<file path="config.mk">
export PLATFORM = sky130hd
export DESIGN_NAME = nibble_serial_adder
export DESIGN_NICKNAME = d
export VERILOG_FILES = /design/src/rtl/adder_pkg.sv /design/src/rtl/cla4_slice.sv /design/src/rtl/nibble_serial_adder.sv
export SDC_FILE = /design/constraint.sdc
export NUM_CORES = 1
export LEC_CHECK = 0
export CELL_PAD_IN_SITES_DETAIL_PLACEMENT = 1
export CELL_PAD_IN_SITES_GLOBAL_PLACEMENT = 1
export CORE_MARGIN = 4
export CORE_UTILIZATION = 35
export CTS_CLUSTER_SIZE = 16
export DETAILED_ROUTE_END_ITERATION = 6
export HOLD_SLACK_MARGIN = 0.02
export PLACE_DENSITY = 0.73
export SLEW_MARGIN = 10
export SYNTH_ARGS = -nofsm -noshare
export SYNTH_HDL_FRONTEND = slang
export SYNTH_SLANG_ARGS = --single-unit
</file>
<file path="constraint.sdc">
create_clock -name clk -period 3.1 [get_ports clk]
set_input_delay 0.62 -clock clk [delete_from_list [all_inputs] [get_ports clk]]
set_output_delay 0.62 -clock clk [all_outputs]
set_load 0.02 [all_outputs]
</file>
<file path="src/rtl/adder_pkg.sv">
// Shared types for the nibble-serial adder.
// Nibble width and sequencing-state encoding.
package adder_pkg;

  localparam int NIB_W = 4;

  typedef enum logic [1:0] {
    IDLE = 2'd0,
    BUSY = 2'd1,
    DONE = 2'd2
  } state_e;

endpackage

</file>
<file path="src/rtl/cla4_slice.sv">
// Combinational 4-bit carry-lookahead adder slice.
// All carries computed directly from generate/propagate terms.
module cla4_slice
  import adder_pkg::*;
(
  input  logic [NIB_W-1:0] a,
  input  logic [NIB_W-1:0] b,
  input  logic             cin,
  output logic [NIB_W-1:0] sum,
  output logic             co
);

  logic [NIB_W-1:0] g;
  logic [NIB_W-1:0] p;
  logic [NIB_W:0]   c;

  // lookahead carries; no ripple between bit positions
  always_comb begin
    g    = a & b;
    p    = a ^ b;
    c[0] = cin;
    c[1] = g[0] | (p[0] & cin);
    c[2] = g[1] | (p[1] & g[0]) | (p[1] & p[0] & cin);
    c[3] = g[2] | (p[2] & g[1]) | (p[2] & p[1] & g[0])
         | (p[2] & p[1] & p[0] & cin);
    c[4] = g[3] | (p[3] & g[2]) | (p[3] & p[2] & g[1])
         | (p[3] & p[2] & p[1] & g[0])
         | (p[3] & p[2] & p[1] & p[0] & cin);
    sum  = p ^ c[NIB_W-1:0];
    co   = c[NIB_W];
  end

endmodule

</file>
<file path="src/rtl/nibble_serial_adder.sv">
// Multi-cycle adder: one nibble per cycle through a single CLA slice.
// Define OVERFLOW_EN to add the registered signed-overflow output ovf.
module nibble_serial_adder
  import adder_pkg::*;
#(
  parameter int WIDTH = 16
) (
  input  logic             clk,
  input  logic             rst_n,
  input  logic             in_valid,
  output logic             in_ready,
  input  logic [WIDTH-1:0] a,
  input  logic [WIDTH-1:0] b,
  input  logic             cin,
  output logic             out_valid,
  input  logic             out_ready,
  output logic [WIDTH-1:0] sum,
`ifdef OVERFLOW_EN
  output logic             ovf,
`endif
  output logic             cout
);

  localparam int NIB   = WIDTH / NIB_W;
  localparam int IDX_W = $clog2(NIB);

  state_e           state_q, state_d;
  logic [IDX_W-1:0] idx_q, idx_d;
  logic             carry_q, carry_d;
  logic [WIDTH-1:0] a_q, a_d;
  logic [WIDTH-1:0] b_q, b_d;
  logic [WIDTH-1:0] sum_q, sum_d;
  logic             cout_q, cout_d;
`ifdef OVERFLOW_EN
  logic             ovf_q, ovf_d;
`endif

  logic [NIB_W-1:0] a_nib, b_nib, s_nib;
  logic             co;
  logic             last;

  // select the operand nibbles for the current step
  always_comb begin
    a_nib = a_q[NIB_W*int'(idx_q) +: NIB_W];
    b_nib = b_q[NIB_W*int'(idx_q) +: NIB_W];
    last  = (idx_q == IDX_W'(NIB - 1));
  end

  cla4_slice u_cla (
    .a   (a_nib),
    .b   (b_nib),
    .cin (carry_q),
    .sum (s_nib),
    .co  (co)
  );

  // next-state, datapath updates and handshake outputs
  always_comb begin
    state_d = state_q;
    idx_d   = idx_q;
    carry_d = carry_q;
    a_d     = a_q;
    b_d     = b_q;
    sum_d   = sum_q;
    cout_d  = cout_q;
`ifdef OVERFLOW_EN
    ovf_d   = ovf_q;
`endif
    unique case (state_q)
      IDLE: begin
        if (in_valid) begin
          a_d     = a;
          b_d     = b;
          carry_d = cin;
          idx_d   = '0;
          state_d = BUSY;
        end
      end
      BUSY: begin
        sum_d[NIB_W*int'(idx_q) +: NIB_W] = s_nib;
        carry_d = co;
        if (last) begin
          cout_d  = co;
`ifdef OVERFLOW_EN
          ovf_d   = (a_q[WIDTH-1] == b_q[WIDTH-1])
                  & (s_nib[NIB_W-1] != a_q[WIDTH-1]);
`endif
          state_d = DONE;
        end else begin
          idx_d = idx_q + IDX_W'(1);
        end
      end
      DONE: begin
        if (out_ready) state_d = IDLE;
      end
      default: state_d = IDLE;
    endcase
  end

  // state and datapath registers
  always_ff @(posedge clk or negedge rst_n) begin
    if (!rst_n) begin
      state_q <= IDLE;
      idx_q   <= '0;
      carry_q <= 1'b0;
      a_q     <= '0;
      b_q     <= '0;
      sum_q   <= '0;
      cout_q  <= 1'b0;
`ifdef OVERFLOW_EN
      ovf_q   <= 1'b0;
`endif
    end else begin
      state_q <= state_d;
      idx_q   <= idx_d;
      carry_q <= carry_d;
      a_q     <= a_d;
      b_q     <= b_d;
      sum_q   <= sum_d;
      cout_q  <= cout_d;
`ifdef OVERFLOW_EN
      ovf_q   <= ovf_d;
`endif
    end
  end

  // handshake and result outputs
  always_comb begin
    in_ready  = (state_q == IDLE) & rst_n;
    out_valid = (state_q == DONE);
    sum       = sum_q;
    cout      = cout_q;
`ifdef OVERFLOW_EN
    ovf       = ovf_q;
`endif
  end

endmodule

</file>
==> impl_metrics.toml, run 1 <==
[route]
vias = 1692
drcViolationCount = 0
ant_nets = 0
wl_per_cell_um = 16.91
routed_wl_um = 5801
vias_per_cell = 4.933
drt_iter0_markers = 27
firstDrtPassIters = 4

[clock_tree]
ctsHoldBuffers = 0
cts_buffers = 5
clk_latency_ps = 310
cts_tree = "yes"
postCtsSetupBuffers = 0
cts_buffer_depth = 2
h-tree-depth = 2
cts_resized = 0
root_buffer = "clkbuf_8"
cts.clk_slew.worst_paths_ps = 100
cts.sinks = 54

[grt]
grt_max_degree = 55
grt_overflow = 0
antenna_found_initial = 0
grt_pass1_vias = 1906
grt_use_total = 0.1431
grt_first_pass_wirelength_um = 9742

[critical_path]
critPathKind = "flop to flop"
cp-start-kind = "flop"
critPathMaxFanout = 8
critPathLaunch = "idx_q[0]$_DFFE_PN0P_"
regToRegStartpoint = "idx_q[0]$_DFFE_PN0P_"
cp.arrival_ps = 2880
cp-end-kind = "flop"
required_ps = 3270

[placed_design]
port_buffers = 55
place_congestion = 0.7301
placed_cells = 335
detailed_place_hpwl_um = 4421

[synthesis]
syn_inst = 189
yosysWarnings = 0
async_flop_share = 1.000
synth.net_count = 238
netlist-cell-type-count = 31
avgSynthCellArea_um2 = 13.56
synth_area_mm2 = 0.002562
ys_ff_latch = 54
ys_seq_area_frac = 0.5273
synthFlopType = "dfrtp_1"
synth-edff-count = 0

[timing]
slew_violations = 0
relSlewSlack = 0.5404
hold_viol = 0
fin_skew_ps = 3.988
worst_pin_slew_ps = 689.4
setup_viol = 0
period_share = 0.8741
fmax_ghz = 0.3690
post-route-min-period_ps = 2710
rsz0062_at_grt = "no"
tns_ps = 0

[die]
die_x_um = 93.57
boundaryPins = 56
initial_utilization = 0.3690
row_count = 30
coreArea_mm2 = 0.006944
die_area_mm2 = 0.008754
die_h_um = 93.57

[finish]
final_cells = 343
fillers = 719
n_antenna_cell = 0
areaGrowthSynthToFinish_pct = 28.37
multiInputGateArea_mm2 = 0.001132
seq_area_mm2 = 0.001351
layout-drive-gt1-share = 0.2105
nNetsFinal = 295

[run_status]
status = "finished clean"

[power]
peakVddDrop_uv = 401.9
power_density_mw_per_mm2 = 1133
total_power_uw = 3727
p_leak_uw = 0.001372

[flow_run]
maxCapViolCount = 0

[hold_path]
hold_path_class = "input pin to async pin"
## routing by layer
layer,part of all wire,GRT usage,vias up
li1,-,-,800
met1,0.44,0.1813,842
met2,0.51,0.2519,45
met3,0.049,0.02977,5
met4,0.0083,0.03008,0
met5,0,0,-
## Yosys cell counts (4+ instances only)
master	count	share of area
mux2_2	31	0.14
o31ai_1	8	0.023
nand2_1	18	0.026
nand3b_1	4	0.012
ha_1	11	0.054
dfrtp_1	54	0.53
o21ai_0	11	0.021
mux4_2	8	0.070
a21o_1	4	0.012
inv_1	5	0.0073
## critical path: stages (launching register included)
cell	delay [ps]
dfrtp_1	650
mux4_2	630
ha_1	360
a21o_1	190
a311oi_1	580
o31ai_1	170
## stage by stage
| step | hold WS [ps] | util | area [µm²] | worst slack, ps |
|---|---|---|---|---|
| floorplan | 324.4 | - | 2562 | 638.2 |
| global placement | 468.5 | 0.4595 | 3191 | 534.7 |
| detailed placement | 473.8 | 0.4595 | 3191 | 385.0 |
| CTS | 470.6 | 0.4737 | 3289 | 342.6 |
| global route | 502.1 | 0.4737 | 3289 | 174.3 |
| finish | 429.7 | 0.4737 | 3289 | 390.3 |
## final timing paths
kind                                           to  slack, ps  cells past startpoint
setup / recovery               sum[7]$_DFFE_PN0P_        390                      5
hold / removal             state_q[1]$_DFFE_PN0P_        430                      2
setup reg to reg               sum[7]$_DFFE_PN0P_        390                      5
hold reg to reg                sum[3]$_DFFE_PN0P_        490                      2
max in group asynchronous      a_q[0]$_DFFE_PN0P_       2200                      2
min in group clk               sum[3]$_DFFE_PN0P_        490                      2
## state kept, by name (all words and copies together), names as in the netlist
| register | count |
|---|---|
| sum | 16 |
| a_q | 16 |
| idx_q | 2 |
| carry_q | 1 |
| state_q | 2 |
| b_q | 16 |
| cout | 1 |
## layout make-up
type                            instances  share of cell area
Timing Repair Buffer                   58              0.1727
Inverter                                5            0.005706
Multi-Input combinational cell        122              0.3442
Tap cell                               96             0.03652
Clock inverter                          2            0.004945
Clock buffer                            6             0.02510
Sequential cell                        54              0.4108
## power breakdown
group / total (µW) / switching, µW / internal [µW]
registers: 1310 / 273 / 1040
clock network: 423 / 238 / 184
logic: 2000 / 1010 / 984
## layout by cell type, fill, tap and decap left out, drive strengths merged
| cell type | netlist | routed |
|---|---|---|
| a211oi | 2 | 2 |
| a21o | 4 | 4 |
| a22o | 1 | 1 |
| a311oi | 1 | 1 |
| and3 | 1 | 1 |
| buf | 6 | 4 |
| clkbuf | 2 | 6 |
| clkdlybuf4s50 | 0 | 54 |
| clkinvlp | 0 | 1 |
| dfrtp | 54 | 54 |
| fa | 1 | 1 |
| ha | 11 | 11 |
| inv | 5 | 6 |
| mux2 | 34 | 34 |
| mux4 | 8 | 8 |
| nand2 | 18 | 18 |
| nand2b | 2 | 2 |
| nand3b | 4 | 4 |
| nand4 | 3 | 3 |
| nand4b | 1 | 1 |
| nor2 | 3 | 3 |
| nor2b | 3 | 3 |
| nor3b | 3 | 3 |
| o21ai | 11 | 11 |
| o22a | 1 | 1 |
| o31a | 1 | 1 |
| o31ai | 8 | 8 |
| xnor2 | 1 | 1 |
## cells by family after synthesis
group	synth area share
flops	0.5273
mux	0.2197
simple gates	0.08105
compound gates	0.07617
buf+inv	0.03076
fa+ha+maj	0.06152
xor+xnor	0.003419
(Power assumes the default switching activity.)
==> run 2: changes to the inputs <==
clock period = 3.4 ns   (was 3.1 ns; I/O delays follow)
==> run 2 against run 1 <==
Net effect:
- die area did not move
- count of clock-buffer cells in the layout did not move
- sequential power fell by 8%
- cell area rose by 0.11%
- clock power rose by 2%
- critical path type unchanged
==> impl_metrics.toml, run 2 (synthesis gave the netlist of run 1 again) <==
[finish]
layout-drive-gt1-share = 0.2033
fillers = 742
final_cell_mix = "dfrtp_1 (54), clkdlybuf4s50_1 (54), mux2_2 (31)"
nNetsFinal = 294
areaGrowthSynthToFinish_pct = 28.52
final_cells = 342
n_antenna_cell = 0

[timing]
slew_violations = 0
fin_skew_ps = 8.154
relSlewSlack = 0.5366
hold_viol = 0
worst_pin_slew_ps = 695.0
hold_ws_ps = 489.0
fmax_ghz = 0.3545
tns_ps = 0
period_share = 0.8296
rsz0062_at_grt = "no"
post-route-min-period_ps = 2821
setup_viol = 0

[route]
wl_met3_um = 262
top_layer = "met4"
ant_nets = 0
vias = 1718
wl_per_cell_um = 16.88
routed-wl-met2_um = 2932
firstDrtPassIters = 4
drt_iter0_markers = 55
routed_wl_um = 5773
vias_per_cell = 5.023
drcViolationCount = 0
wl_met1_um = 2539

[die]
die_h_um = 93.57
row_count = 30
die_x_um = 93.57
die_area_mm2 = 0.008754
initial_utilization = 0.3690
coreArea_mm2 = 0.006944
boundaryPins = 56

[grt]
grt_pass1_vias = 1900
grt_max_degree = 55
grt_first_pass_wirelength_um = 9708
antenna_found_initial = 0
grt_overflow = 0
grt_use_total = 0.1405

[hold_path]
hold_path_class = "flop to flop"

[clock_tree]
clk_latency_ps = 310
root_buffer = "clkbuf_8"
cts_buffers = 5
cts_resized = 0
postCtsSetupBuffers = 0
cts_tree = "yes"
h-tree-depth = 2
cts.clk_slew.worst_paths_ps = 100
cts_buffer_depth = 2
cts.sinks = 54
ctsHoldBuffers = 0

[critical_path]
required_ps = 3580
cpPeakStageDelay_ps = 800
critPathMaxFanout = 15
cp.arrival_ps = 3000
cp-start-kind = "flop"
cp-end-kind = "flop"
cp_slowest_cell = "dfrtp_1"
crit_path_cell_trace = "mux4_2, ha_1, a21o_1, a311oi_1, o31ai_1"
critPathKind = "flop to flop"

[power]
power_density_mw_per_mm2 = 1047
peakVddDrop_uv = 440.5
p_leak_uw = 0.001371

[placed_design]
detailed_place_hpwl_um = 4486
place_congestion = 0.7418
port_buffers = 55
placed_cells = 334

[flow_run]
maxCapViolCount = 0

[run_status]
status = "finished clean"
-- run 2: cell count changes in the layout (fill, tap and decap cells not counted) --
cell / before / now
inv_6: 1 / 0
clkbuf_8: 6 / 5
buf_4: 3 / 2
bufinv_16: 0 / 1
clkbuf_1: 0 / 1
-- run 2: layer usage --
metal / vias up / track usage
li1: 801 / -
met1: 868 / 0.1812
met2: 45 / 0.2418
met3: 4 / 0.02977
met4: 0 / 0.03249
met5: - / 0
-- run 2: path summary, 6_finish.rpt --
| check | cells after the start | startpoint | end | slack, ps |
|---|---|---|---|---|
| worst max-delay path | 5 | idx_q[0]$_DFFE_PN0P_ | sum[3]$_DFFE_PN0P_ | 580 |
| worst min-delay path | 2 | sum[1]$_DFFE_PN0P_ | sum[1]$_DFFE_PN0P_ | 490 |
| worst max register to register | 5 | idx_q[0]$_DFFE_PN0P_ | sum[3]$_DFFE_PN0P_ | 580 |
| worst min register to register | 2 | sum[1]$_DFFE_PN0P_ | sum[1]$_DFFE_PN0P_ | 490 |
| max in group asynchronous | 2 | rst_n | b_q[6]$_DFFE_PN0P_ | 2440 |
| min in group asynchronous | 2 | rst_n | state_q[1]$_DFFE_PN0P_ | 500 |
-- run 2: worst max-delay path, delay by kind of cell, from the launching register on --
family	cells	cell delay, ps
compound gates	3	880
flops	1	800
mux	1	650
fa+ha+maj	1	360
-- run 2: power by group --
group | switching (µW) | internal [µW]
Sequential | 265 | 945
Clock | 211 | 220
Combinational | 917 | 889
Total | 1390 | 2050
-- run 2: metrics by stage --
step                setup WS [ps]    util  instance area [µm²]  power, µW
floorplan                   938.2       -                 2562       2461
global placement            654.0  0.4584                 3183       2955
detailed placement          543.6  0.4584                 3183       3056
CTS                         523.2  0.4742                 3293       3499
global route                384.0  0.4742                 3293       3735
finish                      579.2  0.4742                 3293       3446
-- run 2: area by class of cell --
cell class,count,area [µm²],area share
clock buffer,6,72.57,0.02204
clock inverter,2,37.54,0.01140
inverter,5,18.77,0.005699
multi-input combinational,122,1132,0.3438
sequential,54,1351,0.4103
tap,96,120.1,0.03647
timing repair buffer,57,560.5,0.1702
